===== src/rtl/mem_arbiter_pkg.sv =====
// Shared types and constants for the byte-serial memory arbiter:
// FSM encoding, requester ownership, the load/store op codes and the access-length helper.
package mem_arbiter_pkg;

    typedef enum logic [1:0] {
        MA_IDLE  = 2'd0,
        MA_READ  = 2'd1,
        MA_WRITE = 2'd2
    } ma_state_e;

    typedef enum logic {
        OWN_IF = 1'b0,
        OWN_LS = 1'b1
    } owner_e;

    localparam logic [4:0] OP_LB  = 5'd0;
    localparam logic [4:0] OP_LH  = 5'd1;
    localparam logic [4:0] OP_LW  = 5'd2;
    localparam logic [4:0] OP_LBU = 5'd3;
    localparam logic [4:0] OP_LHU = 5'd4;
    localparam logic [4:0] OP_SB  = 5'd5;
    localparam logic [4:0] OP_SH  = 5'd6;
    localparam logic [4:0] OP_SW  = 5'd7;

    // Number of byte transfers minus one for a given op.
    function automatic logic [1:0] op_len_m1(input logic [4:0] op);
        case (op)
            OP_LB, OP_LBU, OP_SB: op_len_m1 = 2'd0;
            OP_LH, OP_LHU, OP_SH: op_len_m1 = 2'd1;
            default:              op_len_m1 = 2'd3;
        endcase
    endfunction

endpackage


===== src/rtl/mem_arbiter_if.sv =====
// Request/response and RAM bus signals of the memory arbiter.
// master = the arbiter itself, slave = the fetch/LSB units plus the RAM.
interface mem_arbiter_if;
    logic        if_req;
    logic [31:0] if_addr;
    logic        if_valid;
    logic [31:0] if_data;
    logic        ls_req;
    logic        ls_is_load;
    logic [4:0]  ls_op;
    logic [31:0] ls_addr;
    logic [31:0] ls_wdata;
    logic        ls_valid;
    logic [31:0] ls_rdata;
    logic [7:0]  mem_din;
    logic [7:0]  mem_dout;
    logic [31:0] mem_a;
    logic        mem_wr;

    modport master (
        input  if_req, if_addr, ls_req, ls_is_load, ls_op, ls_addr, ls_wdata, mem_din,
        output if_valid, if_data, ls_valid, ls_rdata, mem_dout, mem_a, mem_wr
    );

    modport slave (
        output if_req, if_addr, ls_req, ls_is_load, ls_op, ls_addr, ls_wdata, mem_din,
        input  if_valid, if_data, ls_valid, ls_rdata, mem_dout, mem_a, mem_wr
    );
endinterface


===== src/rtl/mem_arbiter_load_ext.sv =====
// Combinational load-result extension: sign/zero extends the assembled bytes
// according to the load op; word loads (and fetches) pass through unchanged.
module mem_arbiter_load_ext
    import mem_arbiter_pkg::*;
(
    input  logic [4:0]  op,
    input  logic [31:0] raw,
    output logic [31:0] ext
);
    logic signed [7:0]  raw_b;
    logic signed [15:0] raw_h;
    logic signed [31:0] sx_b;
    logic signed [31:0] sx_h;

    always_comb begin
        raw_b = raw[7:0];
        raw_h = raw[15:0];
        sx_b  = raw_b;
        sx_h  = raw_h;
        case (op)
            OP_LB:   ext = sx_b;
            OP_LH:   ext = sx_h;
            OP_LBU:  ext = {24'd0, raw[7:0]};
            OP_LHU:  ext = {16'd0, raw[15:0]};
            default: ext = raw;
        endcase
    end
endmodule


===== src/rtl/mem_arbiter.sv =====
// Arbiter/sequencer for the single byte-wide RAM port: LSB beats fetch, each access
// is split into 1-4 byte transfers, loads are assembled little-endian and extended.
module mem_arbiter
    import mem_arbiter_pkg::*;
#(
    parameter logic [31:0] ADDR_IO = 32'h30000
) (
    input  logic          clk,
    input  logic          rst,
    input  logic          rdy,
    input  logic          rollback,
    input  logic          io_buffer_full,
    mem_arbiter_if.master bus
);
    ma_state_e   state, state_nxt;
    owner_e      owner, owner_nxt;
    logic [2:0]  cnt, cnt_nxt;
    logic [1:0]  len_m1, len_m1_nxt;
    logic        squash, squash_nxt;
    logic        skid_vld;
    logic [7:0]  skid;
    logic [31:0] addr, addr_nxt;
    logic [31:0] wdata, wdata_nxt;
    logic [31:0] rbuf, rbuf_nxt;
    logic [4:0]  op, op_nxt;

    logic [31:0] mem_a_q, mem_a_nxt;
    logic [7:0]  mem_dout_q, mem_dout_nxt;
    logic        mem_wr_q, mem_wr_nxt;
    logic        if_valid_q, if_valid_nxt;
    logic        ls_valid_q, ls_valid_nxt;
    logic [31:0] if_data_q, if_data_nxt;
    logic [31:0] ls_rdata_q, ls_rdata_nxt;

    logic [2:0]  len;
    logic [7:0]  rd_byte;
    logic [31:0] asm_word;
    logic [31:0] ext_word;
    logic        iss_en;
    logic [31:0] iss_base, iss_data, iss_addr, iss_shift;
    logic [2:0]  iss_cnt;

    assign len = {1'b0, len_m1} + 3'd1;

    // A byte that arrived while paused is parked in the skid so that resuming
    // does not pick up the byte of the address presented during the pause.
    assign rd_byte = skid_vld ? skid : bus.mem_din;

    always_comb begin
        asm_word = rbuf;
        case (cnt)
            3'd1:    asm_word[7:0]   = rd_byte;
            3'd2:    asm_word[15:8]  = rd_byte;
            3'd3:    asm_word[23:16] = rd_byte;
            3'd4:    asm_word[31:24] = rd_byte;
            default: asm_word = rbuf;
        endcase
    end

    mem_arbiter_load_ext u_load_ext (
        .op  (op),
        .raw (asm_word),
        .ext (ext_word)
    );

    always_comb begin
        state_nxt    = state;
        owner_nxt    = owner;
        cnt_nxt      = cnt;
        len_m1_nxt   = len_m1;
        squash_nxt   = squash;
        addr_nxt     = addr;
        wdata_nxt    = wdata;
        rbuf_nxt     = rbuf;
        op_nxt       = op;
        mem_a_nxt    = mem_a_q;
        mem_dout_nxt = mem_dout_q;
        mem_wr_nxt   = 1'b0;
        if_valid_nxt = 1'b0;
        ls_valid_nxt = 1'b0;
        if_data_nxt  = if_data_q;
        ls_rdata_nxt = ls_rdata_q;
        iss_en       = 1'b0;
        iss_base     = addr;
        iss_cnt      = cnt;
        iss_data     = wdata;

        case (state)
            MA_IDLE: begin
                // Requests seen alongside a done pulse or a flush are not granted.
                if (!if_valid_q && !ls_valid_q && !rollback) begin
                    if (bus.ls_req) begin
                        owner_nxt  = OWN_LS;
                        addr_nxt   = bus.ls_addr;
                        op_nxt     = bus.ls_op;
                        wdata_nxt  = bus.ls_wdata;
                        len_m1_nxt = op_len_m1(bus.ls_op);
                        cnt_nxt    = 3'd0;
                        squash_nxt = 1'b0;
                        if (bus.ls_is_load) begin
                            state_nxt = MA_READ;
                            mem_a_nxt = bus.ls_addr;
                        end else begin
                            state_nxt = MA_WRITE;
                            iss_en    = 1'b1;
                            iss_base  = bus.ls_addr;
                            iss_cnt   = 3'd0;
                            iss_data  = bus.ls_wdata;
                        end
                    end else if (bus.if_req) begin
                        owner_nxt  = OWN_IF;
                        addr_nxt   = bus.if_addr;
                        op_nxt     = OP_LW;
                        len_m1_nxt = 2'd3;
                        cnt_nxt    = 3'd0;
                        squash_nxt = 1'b0;
                        state_nxt  = MA_READ;
                        mem_a_nxt  = bus.if_addr;
                    end
                end
            end
            MA_READ: begin
                if (rollback) begin
                    state_nxt = MA_IDLE;
                    cnt_nxt   = 3'd0;
                end else begin
                    rbuf_nxt = asm_word;
                    if (cnt == len) begin
                        state_nxt = MA_IDLE;
                        cnt_nxt   = 3'd0;
                        if (owner == OWN_LS) begin
                            ls_valid_nxt = 1'b1;
                            ls_rdata_nxt = ext_word;
                        end else begin
                            if_valid_nxt = 1'b1;
                            if_data_nxt  = ext_word;
                        end
                    end else begin
                        cnt_nxt = cnt + 3'd1;
                        if (cnt < {1'b0, len_m1})
                            mem_a_nxt = addr + 32'(cnt) + 32'd1;
                    end
                end
            end
            MA_WRITE: begin
                // A flush never truncates a store; it only hides its completion.
                if (rollback)
                    squash_nxt = 1'b1;
                if (cnt == len) begin
                    state_nxt    = MA_IDLE;
                    cnt_nxt      = 3'd0;
                    ls_valid_nxt = !(squash || rollback);
                end else begin
                    iss_en = 1'b1;
                end
            end
            default: begin
                state_nxt = MA_IDLE;
                cnt_nxt   = 3'd0;
            end
        endcase

        iss_addr  = iss_base + 32'(iss_cnt);
        iss_shift = iss_data >> {iss_cnt[1:0], 3'b000};
        if (iss_en && !(io_buffer_full && iss_addr >= ADDR_IO)) begin
            mem_wr_nxt   = 1'b1;
            mem_a_nxt    = iss_addr;
            mem_dout_nxt = iss_shift[7:0];
            cnt_nxt      = iss_cnt + 3'd1;
        end
    end

    always_ff @(posedge clk) begin
        if (rst) begin
            state      <= MA_IDLE;
            owner      <= OWN_IF;
            cnt        <= 3'd0;
            len_m1     <= 2'd0;
            squash     <= 1'b0;
            skid_vld   <= 1'b0;
            mem_a_q    <= 32'd0;
            mem_dout_q <= 8'd0;
            mem_wr_q   <= 1'b0;
            if_valid_q <= 1'b0;
            ls_valid_q <= 1'b0;
            if_data_q  <= 32'd0;
            ls_rdata_q <= 32'd0;
        end else if (!rdy) begin
            mem_wr_q <= 1'b0;
            if (state == MA_READ && cnt != 3'd0 && !skid_vld)
                skid_vld <= 1'b1;
        end else begin
            state      <= state_nxt;
            owner      <= owner_nxt;
            cnt        <= cnt_nxt;
            len_m1     <= len_m1_nxt;
            squash     <= squash_nxt;
            skid_vld   <= 1'b0;
            mem_a_q    <= mem_a_nxt;
            mem_dout_q <= mem_dout_nxt;
            mem_wr_q   <= mem_wr_nxt;
            if_valid_q <= if_valid_nxt;
            ls_valid_q <= ls_valid_nxt;
            if_data_q  <= if_data_nxt;
            ls_rdata_q <= ls_rdata_nxt;
        end
    end

    always_ff @(posedge clk) begin
        if (rdy) begin
            addr  <= addr_nxt;
            op    <= op_nxt;
            wdata <= wdata_nxt;
            rbuf  <= rbuf_nxt;
        end else if (state == MA_READ && cnt != 3'd0 && !skid_vld) begin
            skid <= bus.mem_din;
        end
    end

    assign bus.mem_a    = mem_a_q;
    assign bus.mem_dout = mem_dout_q;
    assign bus.mem_wr   = mem_wr_q;
    assign bus.if_valid = if_valid_q;
    assign bus.if_data  = if_data_q;
    assign bus.ls_valid = ls_valid_q;
    assign bus.ls_rdata = ls_rdata_q;
endmodule


===== src/flat_wrapper.sv =====
// flat-port wrapper written by rule: the top's interface ports become plain ports
module mem_arbiter_flat import mem_arbiter_pkg::*;
#(
    parameter logic [31:0] ADDR_IO = 32'h30000
)
  (clk, rst, rdy, rollback, io_buffer_full, bus_if_req, bus_if_addr, bus_ls_req, bus_ls_is_load, bus_ls_op, bus_ls_addr, bus_ls_wdata, bus_mem_din, bus_if_valid, bus_if_data, bus_ls_valid, bus_ls_rdata, bus_mem_dout, bus_mem_a, bus_mem_wr);
  mem_arbiter_if bus_i ();
  input  logic clk;
  input  logic rst;
  input  logic rdy;
  input  logic rollback;
  input  logic io_buffer_full;
  input wire logic [$bits(bus_i.if_req)-1:0] bus_if_req;
  input wire logic [$bits(bus_i.if_addr)-1:0] bus_if_addr;
  input wire logic [$bits(bus_i.ls_req)-1:0] bus_ls_req;
  input wire logic [$bits(bus_i.ls_is_load)-1:0] bus_ls_is_load;
  input wire logic [$bits(bus_i.ls_op)-1:0] bus_ls_op;
  input wire logic [$bits(bus_i.ls_addr)-1:0] bus_ls_addr;
  input wire logic [$bits(bus_i.ls_wdata)-1:0] bus_ls_wdata;
  input wire logic [$bits(bus_i.mem_din)-1:0] bus_mem_din;
  output wire logic [$bits(bus_i.if_valid)-1:0] bus_if_valid;
  output wire logic [$bits(bus_i.if_data)-1:0] bus_if_data;
  output wire logic [$bits(bus_i.ls_valid)-1:0] bus_ls_valid;
  output wire logic [$bits(bus_i.ls_rdata)-1:0] bus_ls_rdata;
  output wire logic [$bits(bus_i.mem_dout)-1:0] bus_mem_dout;
  output wire logic [$bits(bus_i.mem_a)-1:0] bus_mem_a;
  output wire logic [$bits(bus_i.mem_wr)-1:0] bus_mem_wr;
  assign bus_i.if_req = bus_if_req;
  assign bus_i.if_addr = bus_if_addr;
  assign bus_i.ls_req = bus_ls_req;
  assign bus_i.ls_is_load = bus_ls_is_load;
  assign bus_i.ls_op = bus_ls_op;
  assign bus_i.ls_addr = bus_ls_addr;
  assign bus_i.ls_wdata = bus_ls_wdata;
  assign bus_i.mem_din = bus_mem_din;
  assign bus_if_valid = bus_i.if_valid;
  assign bus_if_data = bus_i.if_data;
  assign bus_ls_valid = bus_i.ls_valid;
  assign bus_ls_rdata = bus_i.ls_rdata;
  assign bus_mem_dout = bus_i.mem_dout;
  assign bus_mem_a = bus_i.mem_a;
  assign bus_mem_wr = bus_i.mem_wr;
  mem_arbiter #(.ADDR_IO(ADDR_IO)) u_core (.clk(clk), .rst(rst), .rdy(rdy), .rollback(rollback), .io_buffer_full(io_buffer_full), .bus(bus_i));
endmodule

===== config.mk =====
export PLATFORM = sky130hd
export DESIGN_NAME = mem_arbiter_flat
export DESIGN_NICKNAME = d
export VERILOG_FILES = /design/src/rtl/mem_arbiter_pkg.sv /design/src/rtl/mem_arbiter_if.sv /design/src/rtl/mem_arbiter_load_ext.sv /design/src/rtl/mem_arbiter.sv /design/src/flat_wrapper.sv
export SDC_FILE = /design/constraint.sdc
export NUM_CORES = 1
export LEC_CHECK = 0
export ABC_CLOCK_PERIOD_IN_PS = 6600
export BUFFER_PORTS_ARGS = -buffer_cell sky130_fd_sc_hd__buf_4
export CORE_ASPECT_RATIO = 1.1
export CORE_MARGIN = 10
export CORE_UTILIZATION = 49
export DETAILED_ROUTE_END_ITERATION = 8
export HOLD_SLACK_MARGIN = 0.03
export PLACE_DENSITY_LB_ADDON = 0.12
export REMOVE_ABC_BUFFERS = 1
export SLEW_MARGIN = 10
export SYNTH_ARGS = -nofsm -noshare
export SYNTH_HDL_FRONTEND = slang
export SYNTH_SLANG_ARGS = --single-unit

===== constraint.sdc =====
create_clock -name clk -period 6.6 [get_ports clk]
set_input_delay 0.66 -clock clk [delete_from_list [all_inputs] [get_ports clk]]
set_output_delay 0.66 -clock clk [all_outputs]
set_load 0.005 [all_outputs]

After elaboration in Yosys (flattened, before gate mapping)
Cells that the tools add are included.

word-level totals
  output and inout port bits = 107
  word-level logic and storage cells = 159
  register bits after elaboration = 226
  input port bits = 117

operators by class
  order comparisons = 2
  multiplexer cells = 69
  reduce and logical (&&, ||, !) cells = 35
  add/sub/neg operators = 6
  equality and inequality tests = 25
  bitwise operators = 3
  shifts and indexed selects = 1

operators by type and width
  operator                                                                 number
  32-bit two-way mux                                                       17
  32-bit case mux with 4 select lines                                      1
  32-bit by 3-bit adder with 32-bit output                                 2
  32-bit case mux with 2 select lines                                      1
  8-bit two-way mux                                                        5
  3-bit two-way mux                                                        11
  32-bit by 1-bit adder with 32-bit output, second input constant          1
  32-bit by 18-bit >= comparator with 1-bit output, second input constant  1
  32-bit by 5-bit >> shifter with 8-bit output                             1
  5-bit by 3-bit equality test with 1-bit output, second input constant    4
  1-bit two-way mux                                                        18
  2-bit two-way mux                                                        8
  5-bit AND reduction                                                      3
  4-bit AND reduction                                                      3
  5-bit by 1-bit equality test with 1-bit output, second input constant    2
  5-bit by 2-bit equality test with 1-bit output, second input constant    2
  5-bit logical NOT                                                        2
  5-bit two-way mux                                                        2
  3-bit by 1-bit inequality test with 1-bit output, second input constant  3
  3-bit case mux with 3 select lines                                       1
  4-bit by 3-bit inequality test with 1-bit output, second input constant  2
  8-bit AND reduction                                                      1
  3-bit by 1-bit adder with 3-bit output, second input constant            2
  3-bit by 2-bit equality test with 1-bit output, second input constant    2
  25 further kinds                                                         46

Logic depth before layout (Yosys ltp)
Gate-level depths: netlist (run 1).

  depth after elaboration = 12
  depth in mapped cells = 26
  depth with buffers taken out = 19

Modules after synthesis
A second synthesis (run 1) with hierarchy kept.

second synthesis, totals
  cell total of the unflattened synthesis = 1337
  area, all modules = 12298.0 um^2

modules (own cells, without submodules)
  module                instances  area an instance (um^2)  seq. area each (um^2)  cells each
  mem_arbiter           1          11962.7                  5615.4                 1292
  mem_arbiter_load_ext  1          335.3                    0.0                    45

Least setup slack after synthesis (run 1)
Ideal clock, no wire load.

  path type = input port to flip-flop
  start = in bus_ls_req
  end = reg u_core.mem_a_q[6] (netlist: u_core.bus.mem_a[6])
  path buffers = 9
  stages = 23
  setup slack = 0.722 ns
  data required time = 6.512 ns
  arrival = 5.789 ns
  cell sequence = buf_2 > and3b_1 > buf_4 > nand2_2 > buf_4 > buf_4 > buf_2 > buf_1 > clkbuf_1 > mux2i_1 > fa_1 > nor2b_1 > nor2_1 > a21oi_2 > nand2_1 > or4b_1 > xor2_1 > nor3b_1 > a311o_2 > and2_1 > buf_6 > buf_6 > a311oi_2

between the ends
  longest elaborated chain between the ends = 10

ends and longest elaborated chain
  item                                                                                             line                RTL
  start, declared                                                                                  flat_wrapper.sv:15  input wire logic [$bits(bus_i.ls_req)-1:0] bus_ls_req;
  32-bit two-way mux or 3-bit two-way mux (tied branches)                                          mem_arbiter.sv:92   if (bus.ls_req) begin
  32-bit two-way mux or 3-bit two-way mux (tied branches)                                          mem_arbiter.sv:91   if (!if_valid_q && !ls_valid_q && !rollback) begin
  32-bit two-way mux or 3-bit two-way mux (tied branches)                                          mem_arbiter.sv:88   case (state)
  32-bit by 3-bit adder with 32-bit output                                                         mem_arbiter.sv:163  iss_addr = iss_base + 32'(iss_cnt);
  32-bit by 18-bit >= comparator with 1-bit output                                                 mem_arbiter.sv:165  if (iss_en && !(io_buffer_full && iss_addr >= ADDR_IO)) begin
  1-bit logical AND                                                                                mem_arbiter.sv:165
  1-bit logical NOT                                                                                mem_arbiter.sv:165
  1-bit logical AND                                                                                mem_arbiter.sv:165
  4-bit by 3-bit inequality test with 1-bit output (no source line), or another cell as far along  n/a
  8-bit AND reduction (no source line)                                                             n/a
  end signal, assigned                                                                             mem_arbiter.sv:199  mem_a_q <= mem_a_nxt;
  end, declared                                                                                    mem_arbiter.sv:27   logic [31:0] mem_a_q, mem_a_nxt;

Several ways; a longest one is shown, not always the timed one. The select of a mux whose other input is x is not followed.
A chain may end at the register's enable or synchronous reset.

Worst setup path after layout (run 1)
  start = reg u_core.state[0]
  end = reg u_core.mem_a_q[1] (netlist: u_core.bus.mem_a[1])

between the ends
  longest elaborated chain between the ends = 9

ends and longest elaborated chain
  item                                                                                             line                RTL
  start, declared                                                                                  mem_arbiter.sv:15   ma_state_e state, state_nxt;
  start signal, assigned                                                                           mem_arbiter.sv:193  state <= state_nxt;
  2-bit logical NOT                                                                                mem_arbiter.sv:88
  32-bit two-way mux or 3-bit two-way mux (tied branches)                                          mem_arbiter.sv:88
  32-bit by 3-bit adder with 32-bit output                                                         mem_arbiter.sv:163
  32-bit by 18-bit >= comparator with 1-bit output                                                 mem_arbiter.sv:165
  1-bit logical AND                                                                                mem_arbiter.sv:165
  1-bit logical NOT                                                                                mem_arbiter.sv:165
  1-bit logical AND                                                                                mem_arbiter.sv:165
  4-bit by 3-bit inequality test with 1-bit output (no source line), or another cell as far along  n/a
  8-bit AND reduction (no source line)                                                             n/a

Several ways; a longest one is shown, not always the timed one.

==> results of run 1 <==
-- Yosys cell counts (30+ instances only) --
master,instances
o21ai_0,39
a21oi_1,113
clkbuf_1,52
nand3_1,39
o211ai_1,30
nor2_1,102
mux2i_1,46
nand2_1,146
edfxtp_1,109
xor2_1,38
a211oi_1,54
mux2_2,34
dfxtp_1,117
-- worst paths after layout --
path | start | endpoint | slack (ps) | cells after the start
max | u_core.state[0] | u_core.bus.mem_a[1] | 1000 | 17
min | bus_ls_wdata[28] | u_core.wdata[28] | 320 | 1
max reg2reg | u_core.state[0] | u_core.bus.mem_a[1] | 1000 | 17
min reg2reg | u_core.bus.if_data[2] | u_core.bus.if_data[2] | 460 | 2
-- per-layer routing --
layer	global-route usage, %	vias to the layer above	share of wire (%)
met2	39.5	301	50
met1	27.3	4828	41
li1	-	4965	-
met4	6.60	0	2.5
met3	4.03	64	6.0
met5	0	-	0
-- registers in the layout, summed over array words and instances (netlist names) --
register,cells
u_core.addr,32
u_core.bus.if_data,32
u_core.bus.if_valid,1
u_core.bus.ls_rdata,32
u_core.bus.ls_valid,1
u_core.bus.mem_a,32
u_core.bus.mem_dout,8
u_core.bus.mem_wr,1
u_core.cnt,3
u_core.len_m1,2
u_core.op,5
u_core.owner,1
u_core.rbuf,32
u_core.skid,8
u_core.skid_vld,1
u_core.squash,1
u_core.state,2
u_core.wdata,32
-- placed cells by master, fill, tap and decap left out, types with 12 or more instances in the layout --
master,synthesis,final
nand4_1,15,15
clkbuf_16,0,26
buf_4,9,243
nor2_1,102,101
o21ai_0,39,39
ha_1,19,18
inv_1,24,23
or3_1,12,12
a211oi_1,54,54
mux2i_1,46,46
xnor2_1,23,23
a311oi_2,24,24
xor2_1,38,38
mux2_2,34,34
dfxtp_1,117,117
edfxtp_1,109,109
nand2_1,146,146
o211ai_1,30,30
nor3_1,17,16
a21oi_1,113,113
nand3_1,39,39
and3_1,15,15
-- power breakdown --
part	internal (W)	switching [W]	leakage, nW
logic	0.000209	0.000288	3.13
registers	0.00152	0.0000366	1.94
clock network	0.000801	0.000568	0.404
total	0.00253	0.000893	5.47
-- cell families (layout without fill, tap and decap cells) --
| logic type | Yosys count | in the layout | share of synthesized area (%) |
|---|---|---|---|
| AOI/OAI and AO/OA | 321 | 321 | 18.6 |
| xor gates and xnor gates | 61 | 61 | 4.37 |
| buffers and inverters | 118 | 311 | 4.46 |
| adders and majority gates | 21 | 21 | 2.27 |
| and+or+nand+nor | 406 | 406 | 15.9 |
| DFF | 226 | 226 | 46.0 |
| muxes | 88 | 88 | 8.38 |
-- per-stage QoR --
step           setup TNS [ps]  setup slack [ps]  area [um2]  util, %
3_3_place_gp                0              1060       14000     57.0
4_1_cts                     0              1050       14800     60.3
5_1_grt                     0               611       14800     60.3
3_5_place_dp                0               907       14000     57.0
2_1_floorplan           -60.7             -60.7       11800        -
6_report                    0               997       14800     60.3
-- cell type report --
cell class	count	area, um2
clock inverters	11	90.1
repair buffers	243	1820
well taps	310	388
inverters	24	90.1
multi-input cells	897	6080
clock buffers	33	717
fillers	2161	9740
flip-flops and latches	226	5620
==> reports/results.ini, run 1 <==
[synthesis]
syn_area_per_cell_um2 = 9.84
netlist_instances = 1241
ys_types = 77
async_flop_share_pct = 0
yosys.area.top_type = edfxtp_1
yosys.area.top_type_share_pct = 26.8
synth_area_um2 = 12200
synth-seq-area-share_pct = 46.0
netlist_top_cells_area = edfxtp_1 (27%), dfxtp_1 (19%), a21oi_1 (4.6%), nand2_1 (4.5%), mux2i_1 (3.8%)
synthFlopType = dfxtp_1
yosysWarnings = 0
ys_seq_elements = 226
synth-edff-count = 109

[route]
vias_per_cell = 5.82
dr.first_iter.drc_count = 767
via_count = 10200
drcViolationCount = 0
wl_per_cell_um = 21.0
dr.pass1.iters = 5
ant_nets = 0
drt_wl_total_um = 36700

[setup_path]
crit_top_cell = inv_1
worstPathMaxFanout = 17
cp_slowest_cell = or4b_1
cp_data_arrival_time_ps = 6040
required_ps = 7040
crit_family = simple AND/OR/NAND/NOR gates
cp_num_buf_inv = 3
path_class = flip-flop to flip-flop
slowest_delay_ps = 560
crit_chain = inv_1 > ha_1 > and3b_1 > nand2_2 > mux2i_1 > fa_1 > nor2b_1 > nor2_1 > a21oi_2 > nand2_1 > or4b_1 > xor2_1 > inv_1 > a41oi_2 > buf_4 > mux2_2 > a211oi_1
critPathCaptureType = flip-flop
start_kind = flip-flop

[die]
initial_core_util_pct = 49.8
ios = 224
coreArea_um2 = 24500
rows = 60
dieHeight_um = 186
die_w_um = 171
die-area_um2 = 31700

[sta]
slew_viol_final = 0
max-slew-margin-rel_pct = 22.0
clock_skew_ps = 18.4
finalSetupViolCount = 0
fin_crit_sh_pct = 84.9
hold_viol = 0
min_period_ps = 5600
tightest_slew_ps = 1170
timing.hold.ws_ps = 323
rsz0062_at_grt = false
fmax_ghz = 0.178

[clocking]
root_buffer = clkbuf_16
hold_buffers = 0
cts_buffers = 24
clkTransAtPathRegs_ps = 60
cts_tree = done
post_cts_resized = 0
cts_setup_buffers = 0
cts_htree_levels = 1
clk_latency_ps = 520
cts_max_path_buffers = 3
cts.sinks = 226

[grt]
grt_max_degree = 63
antenna_found_initial = 0
grt_pass1_wl_um = 57100
first_global_vias = 10200
gr-total-overflow = 0
grt_util_all_layers_pct = 22.4

[power]
p_leak_nw = 5.47
power.density_nw_per_um2 = 231
power_w = 0.00343
vdd_drop_max_uv = 179

[hold_path]
hp-class = input pin to flip-flop

[job]
cap_violations = 0

[placed_design]
place.gp.congestion = 0.911
dp_hpwl_um = 26300
io_buffers = 223
dp.cells = 1700

[layout]
finalNonFillerCells = 1744
drive_above_1_share_pct = 26.1
nNetsFinal = 1554
area.growth.synth_to_final_pct = 21.2
diodes = 0

[status]
outcome = complete, no violations

No activity file was read; power rests on OpenSTA's default activity.
==> inputs of run 2 (changes only) <==
- ABC_CLOCK_PERIOD_IN_PS: 6600 -> 5600
- clock period: 6.6 -> 5.6 ns (I/O delays scaled with it)
==> reports/results.ini, run 2 (synthesis results as in run 1) <==
[die]
rows = 60  ; unchanged
die-area_um2 = 31700  ; unchanged
ios = 224  ; unchanged
coreArea_um2 = 24500  ; unchanged
initial_core_util_pct = 49.8  ; unchanged
dieHeight_um = 186  ; unchanged
die_w_um = 171  ; unchanged

[status]
outcome = complete, no violations

[setup_path]
r2r_end = u_core.bus.mem_a[6]
cp_data_arrival_time_ps = 5730  ; -310 ps
crit_chain = inv_1 > ha_1 > nand3b_1 > nor2_2 > nand2_1 > o21ai_0 > ha_1 > inv_1 > fa_1 > nor2b_1 > nor2_1 > a21oi_2 > nand2_1 > or4b_1 > xor2_1 > nor3b_1 > a311o_2 > and2_1 > buf_4 > a311oi_2
r2r_start = u_core.state[0]
slowest_delay_ps = 560  ; about the same
r2r_slack_ps = 320  ; -680 ps
start_kind = flip-flop
reg2reg_depth = 20  ; +3
cp_slowest_cell = or4b_1
path_class = flip-flop to flip-flop
worstPathMaxFanout = 19  ; +2
required_ps = 6040  ; -1000 ps
critPathCaptureType = flip-flop

[sta]
timing.hold.ws_ps = 225  ; -98.7 ps
max-slew-margin-rel_pct = 17.1  ; -4.8 points
clock_skew_ps = 29.5  ; +11.1 ps
tightest_slew_ps = 1230  ; +68.7 ps
min_period_ps = 5280  ; -321 ps
slew_viol_final = 0  ; unchanged
rsz0062_at_grt = false
worst_slack_ps = 318  ; -679 ps
hold_viol = 0  ; unchanged
fin_crit_sh_pct = 94.3  ; +9.4 points
fmax_ghz = 0.189  ; +6.1%
finalSetupViolCount = 0  ; unchanged

[grt]
first_global_vias = 10400  ; +1.5%
grt_pass1_wl_um = 58200  ; +1.8%
antenna_found_initial = 0  ; unchanged
grt_max_degree = 63  ; unchanged
grt_util_all_layers_pct = 22.9  ; +0.45 points
gr-total-overflow = 0  ; unchanged

[route]
dr.first_iter.drc_count = 857  ; +12%
drt_wl_total_um = 37600  ; +2.7%
met3_length_um = 2330  ; +5.1%
wl_per_cell_um = 21.5  ; +2.5%
via_count = 10400  ; +2.8%
dr.pass1.iters = 8  ; +3
vias_per_cell = 5.97  ; +2.6%
wl_met1_um = 15100  ; +0.47%
top_layer_used = met4
ant_nets = 0  ; unchanged
route.met2.wl_um = 19000  ; +2.7%
drcViolationCount = 0  ; unchanged

[placed_design]
dp_hpwl_um = 26900  ; +2.2%
dp.cells = 1702  ; +0.12%
place.gp.congestion = 0.909  ; -0.23%
place_ws_ps = 240  ; -667 ps
io_buffers = 223  ; unchanged
dpl_cell_area_um2 = 14000  ; +0.20%

[clocking]
cts_setup_buffers = 0  ; unchanged
root_buffer = clkbuf_16
cts.sinks = 226  ; unchanged
cts_buffers = 25  ; +4.2%
hold_buffers = 0  ; unchanged
post_cts_resized = 0  ; unchanged
clk_latency_ps = 530  ; about the same
clkTransAtPathRegs_ps = 70  ; about the same
cts_htree_levels = 1  ; unchanged
cts_tree = done
cts_max_path_buffers = 3  ; unchanged

[layout]
finalNonFillerCells = 1747  ; +0.17%
final_util_pct = 60.9  ; +0.64 points
area.growth.synth_to_final_pct = 22.5
finalInstanceArea_um2 = 15000  ; +1.1%
final_common_cell = buf_4
drive_above_1_share_pct = 26.2  ; +0.15 points
nNetsFinal = 1557  ; +0.19%
diodes = 0  ; unchanged
final_cell_mix = buf_4 (244), nand2_1 (146), dfxtp_1 (117), a21oi_1 (113), edfxtp_1 (109)

[power]
p_sw_share_pct = 25.5  ; -0.59 points
seq_power_share_pct = 42.9  ; -2.6 points
power.density_nw_per_um2 = 287  ; +24%
p_leak_nw = 5.54  ; +1.2%
vdd_drop_max_uv = 229  ; +28%
p_clk_share_pct = 43.3  ; +3.3 points
internal-power_w = 0.00320  ; +26%
combPwrFrac_pct = 13.8  ; -0.7 points
p_switching_w = 0.00109  ; +22%

[hold_path]
hp-start = bus_ls_wdata[21]
holdPathStages = 1  ; unchanged
worstHoldEndpoint = u_core.wdata[21]
hp-class = input pin to flip-flop

[job]
cap_violations = 0  ; unchanged

==> run 2: changes by cell type in the layout (fill, tap and decap cells not counted), moves of 2 or more <==
cell,delta
clkinvlp_4,+2
clkbuf_1,-2
clkbuf_8,-2
bufinv_16,+5
clkinv_2,-5
==> run 2: how the worst max path moves through the flow <==
stage	from	endpoint	slack [ps]	depth (start not counted)
after floorplan	rollback	u_core.bus.mem_a[1]	-960	17
after global placement	rollback	u_core.bus.mem_a[6]	410	19
after detailed placement	rollback	u_core.bus.mem_a[6]	240	19
after CTS	u_core.state[0]	u_core.bus.mem_a[6]	370	20
after global routing	u_core.state[0]	u_core.bus.mem_a[30]	20	20
final	u_core.state[0]	u_core.bus.mem_a[6]	320	20
==> run 2: per-stage QoR <==
step	TNS, ps	total power [W]
floorplan	-31180	0.00219
global placement	0	0.00246
detailed placement	0	0.00247
CTS	0	0.00431
global route	0	0.00444
finish	0	0.00429
==> run 2: layout make-up <==
class                           count  area [um2]
Sequential cell                   226        5620
Timing Repair Buffer              245        1850
Multi-Input combinational cell    897        6080
Clock inverter                     16         254
Inverter                           24        90.1
Tap cell                          310         388
Fill cell                        2150        9590
Clock buffer                       29         682
==> run 2: critical path, delay by kind of cell (launching register included) <==
kind	cells	cell delay, ps
XOR/XNOR	1	250
AO/OA/AOI/OAI	4	1360
buffers and inverters	3	410
adder cells (fa/ha/maj)	3	930
flip-flops	1	340
AND/OR/NAND/NOR	9	1900
==> run 2: power groups by stage <==
stage,registers (W),logic (W),clock network (W)
after floorplan,0.00187,0.000321,0
after global placement,0.00187,0.000581,0
after detailed placement,0.00187,0.000591,0
after CTS,0.00184,0.000594,0.00188
after global routing,0.00185,0.000647,0.00194
final,0.00184,0.000594,0.00186
==> run 2: layer usage <==
layer	up-vias	track usage [%]
li1	4964	-
met1	5034	27.3
met2	364	40.6
met3	76	3.73
met4	0	7.97
met5	-	0
==> inputs of run 3 (changes only) <==
- ABC_AREA: unset -> 1
==> reports/results.ini, run 3 <==
[status]
outcome = complete, no violations

[synthesis]
ys_types = 48  ; -38%
synthFlopType = dfxtp_1
ys_seq_elements = 226  ; unchanged
async_flop_share_pct = 0  ; unchanged
synth_most_common_cell = nand2_1
yosysWarnings = 0  ; unchanged
synth_area_um2 = 12300  ; +0.97%
syn_area_per_cell_um2 = 7.43  ; -25%
netlist_top_cells_count = nand2_1 (516), nor2_1 (221), inv_1 (142)
netlist_top_cells_area = edfxtp_1 (27%), dfxtp_1 (19%), nand2_1 (16%), nor2_1 (6.7%), o21ai_0 (5.1%)
netlist_instances = 1661  ; +34%
yosys.area.top_type = edfxtp_1
synth-seq-area-share_pct = 45.5  ; -0.44 points
synth-edff-count = 109  ; unchanged
yosys.area.top_type_share_pct = 26.5  ; -0.26 points

[die]
die_w_um = 171  ; +0.43%
dieHeight_um = 186  ; +0.43%
ios = 224  ; unchanged
rows = 60  ; unchanged
initial_core_util_pct = 50.1  ; +0.33 points
die-area_um2 = 31900  ; +0.86%
coreArea_um2 = 24600  ; +0.31%

[clocking]
cts_setup_buffers = 0  ; unchanged
hold_buffers = 0  ; unchanged
post_cts_resized = 0  ; unchanged
clkTransAtPathRegs_ps = 60  ; about the same
cts_tree = done
cts_max_path_buffers = 3  ; unchanged
cts_htree_levels = 1  ; unchanged
cts_buffers = 25  ; unchanged
cts.sinks = 226  ; unchanged
root_buffer = clkbuf_16
clk_latency_ps = 530  ; about the same

[power]
power.density_nw_per_um2 = 272  ; -5.1%
p_sw_share_pct = 26.6  ; +1.1 points
p_leak_nw = 6.84  ; +24%
p_clk_share_pct = 40.0  ; -3.3 points
power_w = 0.00409  ; -4.8%
seq_power_share_pct = 44.9  ; +2.0 points
combPwrFrac_pct = 15.1  ; +1.3 points
p_switching_w = 0.00109  ; -0.55%
internal-power_w = 0.00300  ; -6.2%
vdd_drop_max_uv = 155  ; -32%

[layout]
fillers = 2292  ; +6.6%
final_cell_mix = nand2_1 (516), buf_4 (242), nor2_1 (219), inv_1 (141), o21ai_0 (125)
area.growth.synth_to_final_pct = 21.7
multi_input_area_um2 = 5810  ; -4.5%
finalInstanceArea_um2 = 15000  ; +0.37%
final_common_cell = nand2_1
drive_above_1_share_pct = 17.2  ; -9.0 points
diodes = 0  ; unchanged
nNetsFinal = 1999  ; +28%
seq_area_um2 = 5620  ; unchanged

[setup_path]
worstPathMaxFanout = 52  ; +33
worstSetupStartpoint = u_core.state[0]
start_kind = flip-flop
slowest_delay_ps = 460  ; -100 ps
r2r_start = u_core.state[0]
path_class = flip-flop to flip-flop
cp_slowest_cell = nor2_4
critPathCaptureType = flip-flop
required_ps = 6060  ; +20 ps
cp_data_arrival_time_ps = 5460  ; -270 ps
crit_top_cell = nand2_1

[grt]
first_global_vias = 11300  ; +9.0%
gr-total-overflow = 0  ; unchanged
grt_max_degree = 58  ; -7.9%
antenna_found_initial = 0  ; unchanged
grt_pass1_wl_um = 59700  ; +2.6%
grt_util_all_layers_pct = 22.8  ; -0.051 points

[placed_design]
dpl_cell_area_um2 = 14200  ; +1.2%
io_buffers = 223  ; unchanged
dp_hpwl_um = 28100  ; +4.7%
place.gp.congestion = 0.955  ; +5.1%

[sta]
slew_viol_final = 0  ; unchanged
hold_viol = 0  ; unchanged
finalSetupViolCount = 0  ; unchanged
fin_crit_sh_pct = 89.4  ; -4.9 points
clock_skew_ps = 7.40  ; -22.1 ps
max-slew-margin-rel_pct = 26.7  ; +9.5 points
fmax_ghz = 0.200  ; +5.5%
min_period_ps = 5010  ; -277 ps
rsz0062_at_grt = false
tightest_slew_ps = 1100  ; -139 ps

[route]
ant_nets = 0  ; unchanged
drcViolationCount = 0  ; unchanged
dr.pass1.iters = 5  ; -3
dr.first_iter.drc_count = 891  ; +4.0%
via_count = 11700  ; +12%
wl_per_cell_um = 17.5  ; -19%
drt_wl_total_um = 38200  ; +1.5%
vias_per_cell = 5.35  ; -10%

[job]
cap_violations = 0  ; unchanged

[hold_path]
hp-class = input pin to flip-flop
hp-start = bus_ls_wdata[29]

-- run 3: cell families (layout without fill, tap and decap cells) --
| family | Yosys count | in the layout | share of synthesized area, % |
|---|---|---|---|
| compound gates | 300 | 300 | 13.8 |
| xor+xnor | 26 | 26 | 1.85 |
| fa+ha+maj | 21 | 21 | 2.25 |
| buf+inv | 219 | 437 | 7.49 |
| flops | 226 | 226 | 45.5 |
| mux | 4 | 4 | 0.325 |
| simple gates | 865 | 865 | 28.7 |
-- run 3: final timing paths --
check / end / slack [ps] / cells after the start
setup reg to reg: u_core.bus.mem_a[12] / 590 / 30
setup / recovery: u_core.bus.mem_a[12] / 590 / 30
hold / removal: u_core.wdata[29] / 200 / 1
hold reg to reg: u_core.bus.ls_rdata[4] / 460 / 2
-- run 3: power by group through the flow --
| stage | clock network, W | registers [W] | logic, W |
|---|---|---|---|
| 4_1_cts | 0.00165 | 0.00183 | 0.000617 |
| 5_1_grt | 0.00172 | 0.00184 | 0.000692 |
| 3_3_place_gp | 0 | 0.00187 | 0.000605 |
| 2_1_floorplan | 0 | 0.00186 | 0.000349 |
| 3_5_place_dp | 0 | 0.00187 | 0.000613 |
| 6_report | 0.00163 | 0.00184 | 0.000616 |
-- run 3: area by class of cell --
type,count,area share (%)
Tap cell,310,2.58
Clock inverter,6,0.217
Timing Repair Buffer,242,12.1
Multi-Input combinational cell,1216,38.7
Inverter,150,3.78
Clock buffer,39,5.26
Sequential cell,226,37.4
-- run 3: metal layers --
metal  up-vias  share of wire, %  track usage (%)
li1       5844                 -                -
met1      5364                41             28.1
met5         -                 0                0
met4         0               2.8             6.96
met3        71               8.1             4.93
met2       435                48             38.8
-- run 3: worst max-delay path, delay by kind of cell (launching register included) --
kind,cells,cell delay (ps)
compound gates,1,110
fa+ha+maj,3,890
buf+inv,5,560
flops,1,340
simple gates,21,3010
-- run 3: metrics by stage --
step / std cells / setup TNS, ps / worst slack (ps) / utilization [%] / hold slack [ps]
3_5_place_dp: 2144 / 0 / 575 / 57.6 / 455
6_report: 2189 / 0 / 595 / 61.0 / 204
3_3_place_gp: 2144 / 0 / 725 / 57.6 / 452
4_1_cts: 2189 / 0 / 553 / 61.0 / 191
5_1_grt: 2189 / 0 / 27.5 / 61.0 / 189
2_1_floorplan: 1592 / -2710 / -339 / - / 438
